<file path="config.mk">
export PLATFORM = sky130hd
export DESIGN_NAME = spgd_dither_sequencer
export DESIGN_NICKNAME = d
export VERILOG_FILES = /design/src/rtl/spgd_dither_sequencer.sv
export SDC_FILE = /design/constraint.sdc
export NUM_CORES = 1
export LEC_CHECK = 0
export ABC_AREA = 1
export BUFFER_PORTS_ARGS = -buffer_cell sky130_fd_sc_hd__buf_4
export CORE_MARGIN = 2
export CORE_UTILIZATION = 45
export DETAILED_ROUTE_END_ITERATION = 10
export GPL_TIMING_DRIVEN = 0
export SLEW_MARGIN = 15
export SYNTH_ARGS = -nofsm -noshare
export SYNTH_HDL_FRONTEND = slang
export SYNTH_SLANG_ARGS = --single-unit
</file>
<file path="constraint.sdc">
create_clock -name clk -period 4.72 [get_ports clk]
set_input_delay 0.472 -clock clk [delete_from_list [all_inputs] [get_ports clk]]
set_output_delay 0.472 -clock clk [all_outputs]
set_load 0.02 [all_outputs]
</file>
<file path="src/rtl/spgd_dither_sequencer.sv">
// spgd_dither_sequencer: plus/minus DAC dither sequencer with settle, N-sample averaging and J+ - J- reporting
// Ports:
//   clk, rst_n              clock, asynchronous active-low reset
//   start, abort            run request (IDLE only), immediate stop (wins over start)
//   base, delta             DAC centre code and perturbation, latched on start
//   settle_cycles           settle length per phase (0 behaves as 1), latched on start
//   iterations              plus/minus pairs to run, 0 = continuous, latched on start
//   adc_data, adc_valid     signed metric sample and its qualifier
//   DAC_A, DAC_B            registered DAC codes
//   phase, busy             plus phase active, not IDLE
//   metric_diff             signed J+ - J-, held between updates
//   metric_valid, done      one-cycle strobes at the end of a pair / of the final pair
module spgd_dither_sequencer #(
    parameter int DAC_WIDTH = 14,
    parameter int ADC_WIDTH = 14,
    parameter int CNT_WIDTH = 16,
    parameter int AVG_LOG2  = 4
) (
    input  logic                                clk,
    input  logic                                rst_n,
    input  logic                                start,
    input  logic                                abort,
    input  logic [DAC_WIDTH-1:0]                base,
    input  logic [DAC_WIDTH-1:0]                delta,
    input  logic [CNT_WIDTH-1:0]                settle_cycles,
    input  logic [CNT_WIDTH-1:0]                iterations,
    input  logic signed [ADC_WIDTH-1:0]         adc_data,
    input  logic                                adc_valid,
    output logic [DAC_WIDTH-1:0]                DAC_A,
    output logic [DAC_WIDTH-1:0]                DAC_B,
    output logic                                phase,
    output logic                                busy,
    output logic signed [ADC_WIDTH+AVG_LOG2:0]  metric_diff,
    output logic                                metric_valid,
    output logic                                done
);
    localparam int SW = ADC_WIDTH + AVG_LOG2;

    typedef enum logic [2:0] {IDLE, P_SETTLE, P_ACC, M_SETTLE, M_ACC} state_t;

    state_t                 state;
    logic [DAC_WIDTH-1:0]   base_q, delta_q;
    logic [CNT_WIDTH-1:0]   settle_q, iter_q, cnt, pairs, pairs_nx;
    logic [AVG_LOG2-1:0]    sc;
    logic signed [SW-1:0]   sum_p, sum_m, samp, sum_m_nx;
    logic signed [SW:0]     diff;
    logic [DAC_WIDTH-1:0]   hi_q, lo_q, hi_i, lo_i;

    // Saturating base+delta / base-delta, one extra bit to see carry and borrow
    function automatic logic [2*DAC_WIDTH-1:0] sat(input logic [DAC_WIDTH-1:0] b, input logic [DAC_WIDTH-1:0] d);
        logic [DAC_WIDTH:0] s, t;
        s = {1'b0, b} + {1'b0, d};
        t = {1'b0, b} - {1'b0, d};
        return {s[DAC_WIDTH] ? {DAC_WIDTH{1'b1}} : s[DAC_WIDTH-1:0],
                t[DAC_WIDTH] ? {DAC_WIDTH{1'b0}} : t[DAC_WIDTH-1:0]};
    endfunction

    // Codes for the start edge come from the inputs, since the latches are not loaded yet
    assign {hi_q, lo_q} = sat(base_q, delta_q);
    assign {hi_i, lo_i} = sat(base, delta);
    assign samp         = {{AVG_LOG2{adc_data[ADC_WIDTH-1]}}, adc_data};
    assign sum_m_nx     = sum_m + samp;
    assign diff         = {sum_p[SW-1], sum_p} - {sum_m_nx[SW-1], sum_m_nx};
    assign pairs_nx     = pairs + 1'b1;

    always_ff @(posedge clk or negedge rst_n) begin
        if (!rst_n) begin
            state        <= IDLE;
            base_q       <= '0;
            delta_q      <= '0;
            settle_q     <= '0;
            iter_q       <= '0;
            cnt          <= '0;
            pairs        <= '0;
            sc           <= '0;
            sum_p        <= '0;
            sum_m        <= '0;
            DAC_A        <= '0;
            DAC_B        <= '0;
            phase        <= 1'b0;
            busy         <= 1'b0;
            metric_diff  <= '0;
            metric_valid <= 1'b0;
            done         <= 1'b0;
        end else begin
            metric_valid <= 1'b0;
            done         <= 1'b0;
            if (abort) begin
                state <= IDLE;
                cnt   <= '0;
                pairs <= '0;
                sc    <= '0;
                sum_p <= '0;
                sum_m <= '0;
                DAC_A <= base_q;
                DAC_B <= base_q;
                phase <= 1'b0;
                busy  <= 1'b0;
            end else begin
                case (state)
                    IDLE: begin
                        DAC_A <= base_q;
                        DAC_B <= base_q;
                        if (start) begin
                            base_q   <= base;
                            delta_q  <= delta;
                            // settle_q holds the last settle count index, so 0 and 1 both give one cycle
                            settle_q <= (settle_cycles == '0) ? '0 : settle_cycles - 1'b1;
                            cnt      <= (settle_cycles == '0) ? '0 : settle_cycles - 1'b1;
                            iter_q   <= iterations;
                            pairs    <= '0;
                            sc       <= '0;
                            sum_p    <= '0;
                            sum_m    <= '0;
                            state    <= P_SETTLE;
                            DAC_A    <= hi_i;
                            DAC_B    <= lo_i;
                            phase    <= 1'b1;
                            busy     <= 1'b1;
                        end
                    end
                    P_SETTLE, M_SETTLE: begin
                        if (cnt == '0)
                            state <= (state == P_SETTLE) ? P_ACC : M_ACC;
                        else
                            cnt <= cnt - 1'b1;
                    end
                    P_ACC: begin
                        if (adc_valid) begin
                            sum_p <= sum_p + samp;
                            sc    <= sc + 1'b1;
                            if (&sc) begin
                                state <= M_SETTLE;
                                cnt   <= settle_q;
                                DAC_A <= lo_q;
                                DAC_B <= hi_q;
                                phase <= 1'b0;
                            end
                        end
                    end
                    M_ACC: begin
                        if (adc_valid) begin
                            sc <= sc + 1'b1;
                            if (&sc) begin
                                metric_diff  <= diff;
                                metric_valid <= 1'b1;
                                pairs        <= pairs_nx;
                                sum_p        <= '0;
                                sum_m        <= '0;
                                if (iter_q != '0 && pairs_nx == iter_q) begin
                                    done  <= 1'b1;
                                    state <= IDLE;
                                    DAC_A <= base_q;
                                    DAC_B <= base_q;
                                    busy  <= 1'b0;
                                end else begin
                                    state <= P_SETTLE;
                                    cnt   <= settle_q;
                                    DAC_A <= hi_q;
                                    DAC_B <= lo_q;
                                    phase <= 1'b1;
                                end
                            end else begin
                                sum_m <= sum_m_nx;
                            end
                        end
                    end
                    default: state <= IDLE;
                endcase
            end
        end
    end
endmodule

</file>
==> results of run 1 <==
## worst min-delay path by stage
| stage | start | slack (ps) | endpoint |
|---|---|---|---|
| 5_1_grt | rst_n | 60 | metric_diff[13] |
| 3_3_place_gp | settle_q[1] | 460 | settle_q[1] |
| 3_5_place_dp | settle_q[1] | 470 | settle_q[1] |
| 4_1_cts | rst_n | 50 | metric_diff[17] |
| 2_1_floorplan | rst_n | 180 | DAC_A[0] |
| 6_report | rst_n | 0.7 | metric_diff[13] |
## state kept, by name, indices dropped and copies added (netlist names), 16 cells and up
signal and flops:
settle_q 16, iter_q 16, metric_diff 19, sum_p 18, cnt 16, pairs 16
sum_m 18
## power by group through the flow
| stage | Clock, mW | Combinational (mW) | Sequential (mW) |
|---|---|---|---|
| 2_1_floorplan | 0 | 4.23 | 2.60 |
| 3_3_place_gp | 0 | 6.27 | 2.64 |
| 3_5_place_dp | 0 | 6.29 | 2.64 |
| 4_1_cts | 1.57 | 6.32 | 2.62 |
| 5_1_grt | 1.65 | 7.14 | 2.69 |
| 6_report | 1.55 | 6.38 | 2.63 |
## layout make-up
| class | count | area (um2) |
|---|---|---|
| Inverter | 251 | 942 |
| Tap cell | 448 | 561 |
| Clock buffer | 20 | 467 |
| Fill cell | 3406 | 16100 |
| Timing Repair Buffer | 129 | 996 |
| Multi-Input combinational cell | 1743 | 9320 |
| Buffer | 68 | 310 |
| Sequential cell | 186 | 4650 |
| Clock inverter | 12 | 140 |
## layer usage
layer	vias to the layer above	global-route usage (%)
met5	-	0
met3	100	3.84
met2	486	51.3
li1	7727	-
met1	7308	38.2
met4	0	14.5
## worst max-delay path: cells and delay by family (launching register included)
kind	cells	cell delay [ps]
flip-flops	1	390
adder cells (fa/ha/maj)	3	1020
AO/OA/AOI/OAI	7	1530
AND/OR/NAND/NOR	8	890
XOR/XNOR	1	240
## synthesized netlist by cell type (11+ instances only)
cell,number,area share [%]
xor2_1,39,2.2
o21ai_1,16,0.53
ha_1,112,9.2
o21bai_1,15,0.74
clkbuf_1,43,1.1
or2_2,11,0.45
nor3_1,27,0.89
nand4_1,37,1.5
o21ai_0,215,7.1
o31ai_1,20,0.99
o22ai_1,16,0.66
a21oi_1,158,5.2
buf_2,19,0.62
a21oi_2,15,0.86
nor2_1,199,4.9
xnor2_1,27,1.6
dfrtp_1,186,31
nand2_1,610,15
nand3_1,142,4.7
inv_1,245,6.0
## logic make-up after synthesis
group / Yosys count
AO/OA/AOI/OAI: 500
flip-flops: 186
XOR/XNOR: 66
AND/OR/NAND/NOR: 1058
buffers and inverters: 319
adder cells (fa/ha/maj): 119
==> flow_metrics.py, run 1 <==
metrics = {
    "outcome": {
        "status": "complete, no violations",
    },
    "placement": {
        "gp_congestion": 0.936,
        "numPlacedInstances": 2825,
        "dpl.hpwl_um": 41900,
        "placed_cell_area_um2": 16800,
        "port_buffers": 128,
        "pre_cts_ws_ps": 381,
    },
    "clock_tree": {
        "h-tree-depth": 4,
        "cts_sinks": 186,
        "cts_setup_buffers": 0,
        "cts.clk_slew.worst_paths_ps": 80,
        "clk_path_buf_depth": 2,
        "cts_buffers": 17,
        "root_buffer": "clkbuf_16",
        "postCtsHoldBufs": 0,
        "clk_latency_ps": 470,
        "cts_resized": 0,
        "cts_tree": "done",
    },
    "routing": {
        "via_count": 15600,
        "dr.pass1.iters": 5,
        "dr_wl_met2_um": 25200,
        "wl_per_cell_um": 18.6,
        "wl_um": 53000,
        "met1_length_um": 22900,
        "dr_wl_met3_um": 2390,
        "drc": 0,
        "drt-initial-drc-count": 1053,
        "via_per_inst": 5.47,
        "top_layer": "met4",
        "drtAntennaViolNets": 0,
    },
    "layout": {
        "final_common_cell": "nand2_1",
        "drive_above_1_share_pct": 9.96,
        "fin_cells": 2857,
        "postLayoutCoreUtil_pct": 52.0,
        "fin_area_um2": 17400,
        "layout.nets": 2594,
        "n_antenna_cell": 0,
        "syn2layout_area_growth_pct": 14.2,
        "final_cell_mix": "610 x nand2_1, 245 x inv_1, 215 x o21ai_0, 199 x nor2_1, 186 x dfrtp_1",
    },
    "critical_path": {
        "crit_chain": "ha_1 > fa_1 > nand3_1 > nand2_1 > a21oi_1 > o21ai_0 > a21boi_0 > o21ai_0 > nand3_1 > nand2_1 > xor2_1 > ha_1 > a21oi_1 > o31ai_1 > a21oi_1 > nand3_1 > or2_2 > nand3_1 > nand2_1",
        "r2r-start": "sum_m[0]",
        "crit_type": "reg -> reg",
        "setup.worst_path.start": "sum_m[0]",
        "crit_path_end": "metric_diff[17]",
        "path_max_fanout": 5,
        "worstPathArrival_ps": 4520,
        "r2r_cells": 19,
        "cp.required_ps": 5080,
        "startpoint_type": "register",
        "max_stage_delay_ps": 420,
        "worstSetupEndpointType": "register",
        "path_common_cell": "nand3_1",
        "r2r-end": "metric_diff[17]",
        "critPathSlowestCell": "fa_1",
        "reg2reg_setup_slack_ps": 570,
    },
    "yosys": {
        "synth_fp_nets": 2446,
        "yosysSeqAreaShare_pct": 30.6,
        "synth-xor-area-share_pct": 3.80,
        "yosysWarnings": 0,
        "syn_area_um2": 15200,
        "synth-compound-area-share_pct": 18.3,
        "yosys.area_share.simple_pct": 29.0,
        "synthAdderAreaFrac_pct": 10.1,
        "synth-seq-cells": 186,
        "synth_edf_count": 0,
        "avgSynthCellArea_um2": 6.77,
        "synth_cells": 2248,
        "synth_top_family_by_area": "simple AND/OR/NAND/NOR gates",
        "async_reset_ff_share_pct": 100,
        "synth.area.mux_share_pct": 0,
        "synthFlopType": "dfrtp_1",
        "yosysUniqueCellTypes": 46,
    },
    "power_and_ir_drop": {
        "power.total_mw": 10.6,
        "power.leakage_nw": 8.73,
        "p_int_mw": 4.99,
        "netSwitchingPower_mw": 5.58,
        "clockPowerShare_pct": 14.7,
        "p_seq_share_pct": 24.9,
        "combPwrFrac_pct": 60.4,
        "ir_worst_vdd_mv": 0.346,
        "switching_share_pct": 52.8,
        "cellPowerDensity_nw_per_um2": 608,
    },
    "sta": {
        "finalCritPeriodShare_pct": 88.0,
        "finalHoldViolCount": 0,
        "setup_viol": 0,
        "fin_tns_setup_ps": 0,
        "finalMaxSlewViolations": 0,
        "worst_slew_pin_slew_ps": 1030,
        "timing.max_slew.rel_slack_pct": 31.2,
        "worst_hold_slack_ps": 0.730,
        "skew_ps": 17.5,
        "fmax_ghz": 0.241,
        "timing.final.ws_setup_ps": 565,
        "rsz0062_at_grt": "false",
        "min_period_ps": 4150,
    },
    "grt": {
        "grt_usage_pct": 30.3,
        "grt_pass1_vias": 14900,
        "grt_max_degree": 100,
        "grt_first_pass_wirelength_um": 82700,
        "antenna_found_initial": 0,
        "overflow": 0,
    },
    "floorplan": {
        "core_um2": 33400,
        "num_rows": 67,
        "dieArea_um2": 35300,
        "die_y_um": 188,
        "pin_count": 130,
        "die_x_um": 188,
        "initial_utilization_pct": 45.5,
    },
    "job": {
        "cap_violations": 0,
    },
    "hold_path": {
        "hold_class": "in -> async",
    },
}
Power figures use the tool's default switching activity.
==> run 2: changes to the inputs <==
--- a/config.mk
+++ b/config.mk
@@ -6,10 +6,10 @@
 export NUM_CORES = 1
 export LEC_CHECK = 0
 export ABC_AREA = 1
-export BUFFER_PORTS_ARGS = -buffer_cell sky130_fd_sc_hd__buf_4
 export CORE_MARGIN = 2
 export CORE_UTILIZATION = 45
 export DETAILED_ROUTE_END_ITERATION = 10
+export DONT_BUFFER_PORTS = 1
 export GPL_TIMING_DRIVEN = 0
 export SLEW_MARGIN = 15
 export SYNTH_ARGS = -nofsm -noshare
==> flow_metrics.py, run 2 (synthesis gave the netlist of run 1 again) <==
metrics = {
    "outcome": {
        "status": "complete, but fails checks",
        "failed_checks": "negative hold slack",
    },
    "critical_path": {
        "reg2reg_setup_slack_ps": 570,
        "startpoint_type": "register",
        "r2r_cells": 19,
        "critPathSlowestCell": "fa_1",
        "worstSetupEndpointType": "register",
        "path_max_fanout": 5,
        "path_common_cell": "nand3_1",
        "r2r-start": "sum_m[0]",
        "crit_type": "reg -> reg",
        "worstPathArrival_ps": 4500,
        "max_stage_delay_ps": 410,
        "r2r-end": "metric_diff[17]",
        "crit_chain": "ha_1 > fa_1 > nand3_1 > nand2_1 > a21oi_1 > o21ai_0 > a21boi_0 > o21ai_0 > nand3_1 > nand2_1 > xor2_1 > ha_1 > a21oi_1 > o31ai_1 > a21oi_1 > nand3_1 > or2_2 > nand3_1 > nand2_1",
        "cp.required_ps": 5070,
    },
    "floorplan": {
        "initial_utilization_pct": 45.5,
        "die_x_um": 188,
        "pin_count": 130,
        "num_rows": 67,
        "die_y_um": 188,
        "core_um2": 33400,
        "dieArea_um2": 35300,
    },
    "clock_tree": {
        "cts_sinks": 186,
        "cts_setup_buffers": 0,
        "h-tree-depth": 4,
        "clk_path_buf_depth": 2,
        "cts_buffers": 17,
        "clk_latency_ps": 460,
        "root_buffer": "clkbuf_16",
        "cts.clk_slew.worst_paths_ps": 80,
        "cts_tree": "done",
    },
    "routing": {
        "via_per_inst": 5.55,
        "drtAntennaViolNets": 0,
        "met1_length_um": 21900,
        "dr.pass1.iters": 8,
        "dr_wl_met3_um": 3040,
        "drt-initial-drc-count": 1105,
        "via_count": 15100,
        "dr_wl_met2_um": 24300,
        "top_layer": "met4",
        "wl_per_cell_um": 19.0,
        "wl_um": 51900,
        "drc": 0,
    },
    "sta": {
        "worst_slew_pin_slew_ps": 997,
        "skew_ps": 12.2,
        "timing.final.ws_setup_ps": 569,
        "setup_viol": 0,
        "finalHoldViolCount": 186,
        "rsz0062_at_grt": "false",
        "finalCritPeriodShare_pct": 87.9,
        "timing.max_slew.rel_slack_pct": 33.5,
        "worst_hold_slack_ps": -299,
        "fin_tns_setup_ps": 0,
        "fmax_ghz": 0.241,
        "min_period_ps": 4150,
        "finalMaxSlewViolations": 0,
    },
    "placement": {
        "port_buffers": 0,
        "gp_congestion": 0.957,
        "pre_cts_ws_ps": 545,
        "dpl.hpwl_um": 41000,
    },
    "layout": {
        "layout.nets": 2465,
        "syn2layout_area_growth_pct": 7.87,
        "regMostFlops": "metric_diff",
        "largest_register_ffs": 19,
        "reg_top3": "metric_diff: 19 flops, sum_m: 18 flops, sum_p: 18 flops",
        "final_cell_mix": "610 x nand2_1, 245 x inv_1, 215 x o21ai_0, 199 x nor2_1, 186 x dfrtp_1",
        "final_common_cell": "nand2_1",
        "drive_above_1_share_pct": 4.87,
    },
    "hold_path": {
        "hold_class": "in -> async",
    },
    "power_and_ir_drop": {
        "cellPowerDensity_nw_per_um2": 625,
        "ir_worst_vdd_mv": 0.386,
        "power.leakage_nw": 8.09,
    },
    "grt": {
        "antenna_found_initial": 0,
        "grt_max_degree": 187,
        "grt_usage_pct": 29.5,
        "grt_first_pass_wirelength_um": 80800,
        "overflow": 0,
        "grt_pass1_vias": 14700,
    },
    "job": {
        "cap_violations": 0,
    },
}
[run 2: cell types whose count changed in the layout (fill, tap and decap cells not counted), sizes merged]
cell / before / now
clkinv: 2 / 6
clkbuf: 64 / 61
clkinvlp: 1 / 2
diode: 0 / 1
buf: 153 / 24
inv: 259 / 255
bufinv: 1 / 3
[run 2: worst max-delay path by stage]
stage,from,end,slack [ps],cells past startpoint
after global placement,adc_data[0],metric_diff[17],550,19
after global routing,sum_m[0],metric_diff[17],240,19
after floorplan,adc_data[0],metric_diff[17],1150,19
final,sum_m[0],metric_diff[17],570,19
after detailed placement,adc_data[0],metric_diff[17],550,19
after CTS,sum_m[0],metric_diff[17],610,19
[run 2: report_power, final]
part / internal, mW / switching [mW]
clock network: 0.855 / 0.726
registers: 2.11 / 0.717
logic: 1.87 / 3.98
total: 4.84 / 5.43
[run 2: final cells by class]
type                            count  area (um2)
Antenna cell                        1        2.50
Sequential cell                   186        4650
Multi-Input combinational cell   1743        9320
Clock inverter                     15         210
Tap cell                          448         561
Inverter                          251         942
Buffer                             68         310
Fill cell                        3433       17000
Clock buffer                       17         425
[run 2: stage by stage]
stage / hold slack (ps) / instance area, um2 / utilization, % / instances / power (mW)
floorplan: 176 / 15200 / - / 2248 / 6.83
global placement: 181 / 15800 / 47.2 / 2696 / 8.54
detailed placement: 180 / 15800 / 47.2 / 2696 / 8.60
CTS: -311 / 16400 / 49.1 / 2728 / 10.2
global route: -311 / 16400 / 49.1 / 2728 / 11.1
finish: -299 / 16400 / 49.1 / 2729 / 10.3
[run 2: worst max-delay path: cells and delay by family (launching register included)]
| family | cells | cell delay [ps] |
|---|---|---|
| AOI/OAI and AO/OA | 7 | 1530 |
| adders and majority gates | 3 | 990 |
| and+or+nand+nor | 8 | 880 |
| DFF | 1 | 390 |
| xor gates and xnor gates | 1 | 230 |
[run 2: repair_timing]
item                                    4_1_cts  5_1_grt
hold endpoints to repair                    186      186
gates resized for setup                       0        0
endpoints found under the setup margin        0        0
[run 2: per-layer routing]
metal  up-vias  global-route usage (%)
li1       7474                       -
met1      7031                    36.8
met3       112                    4.64
met2       523                    49.5
met4         0                    15.0
met5         -                       0
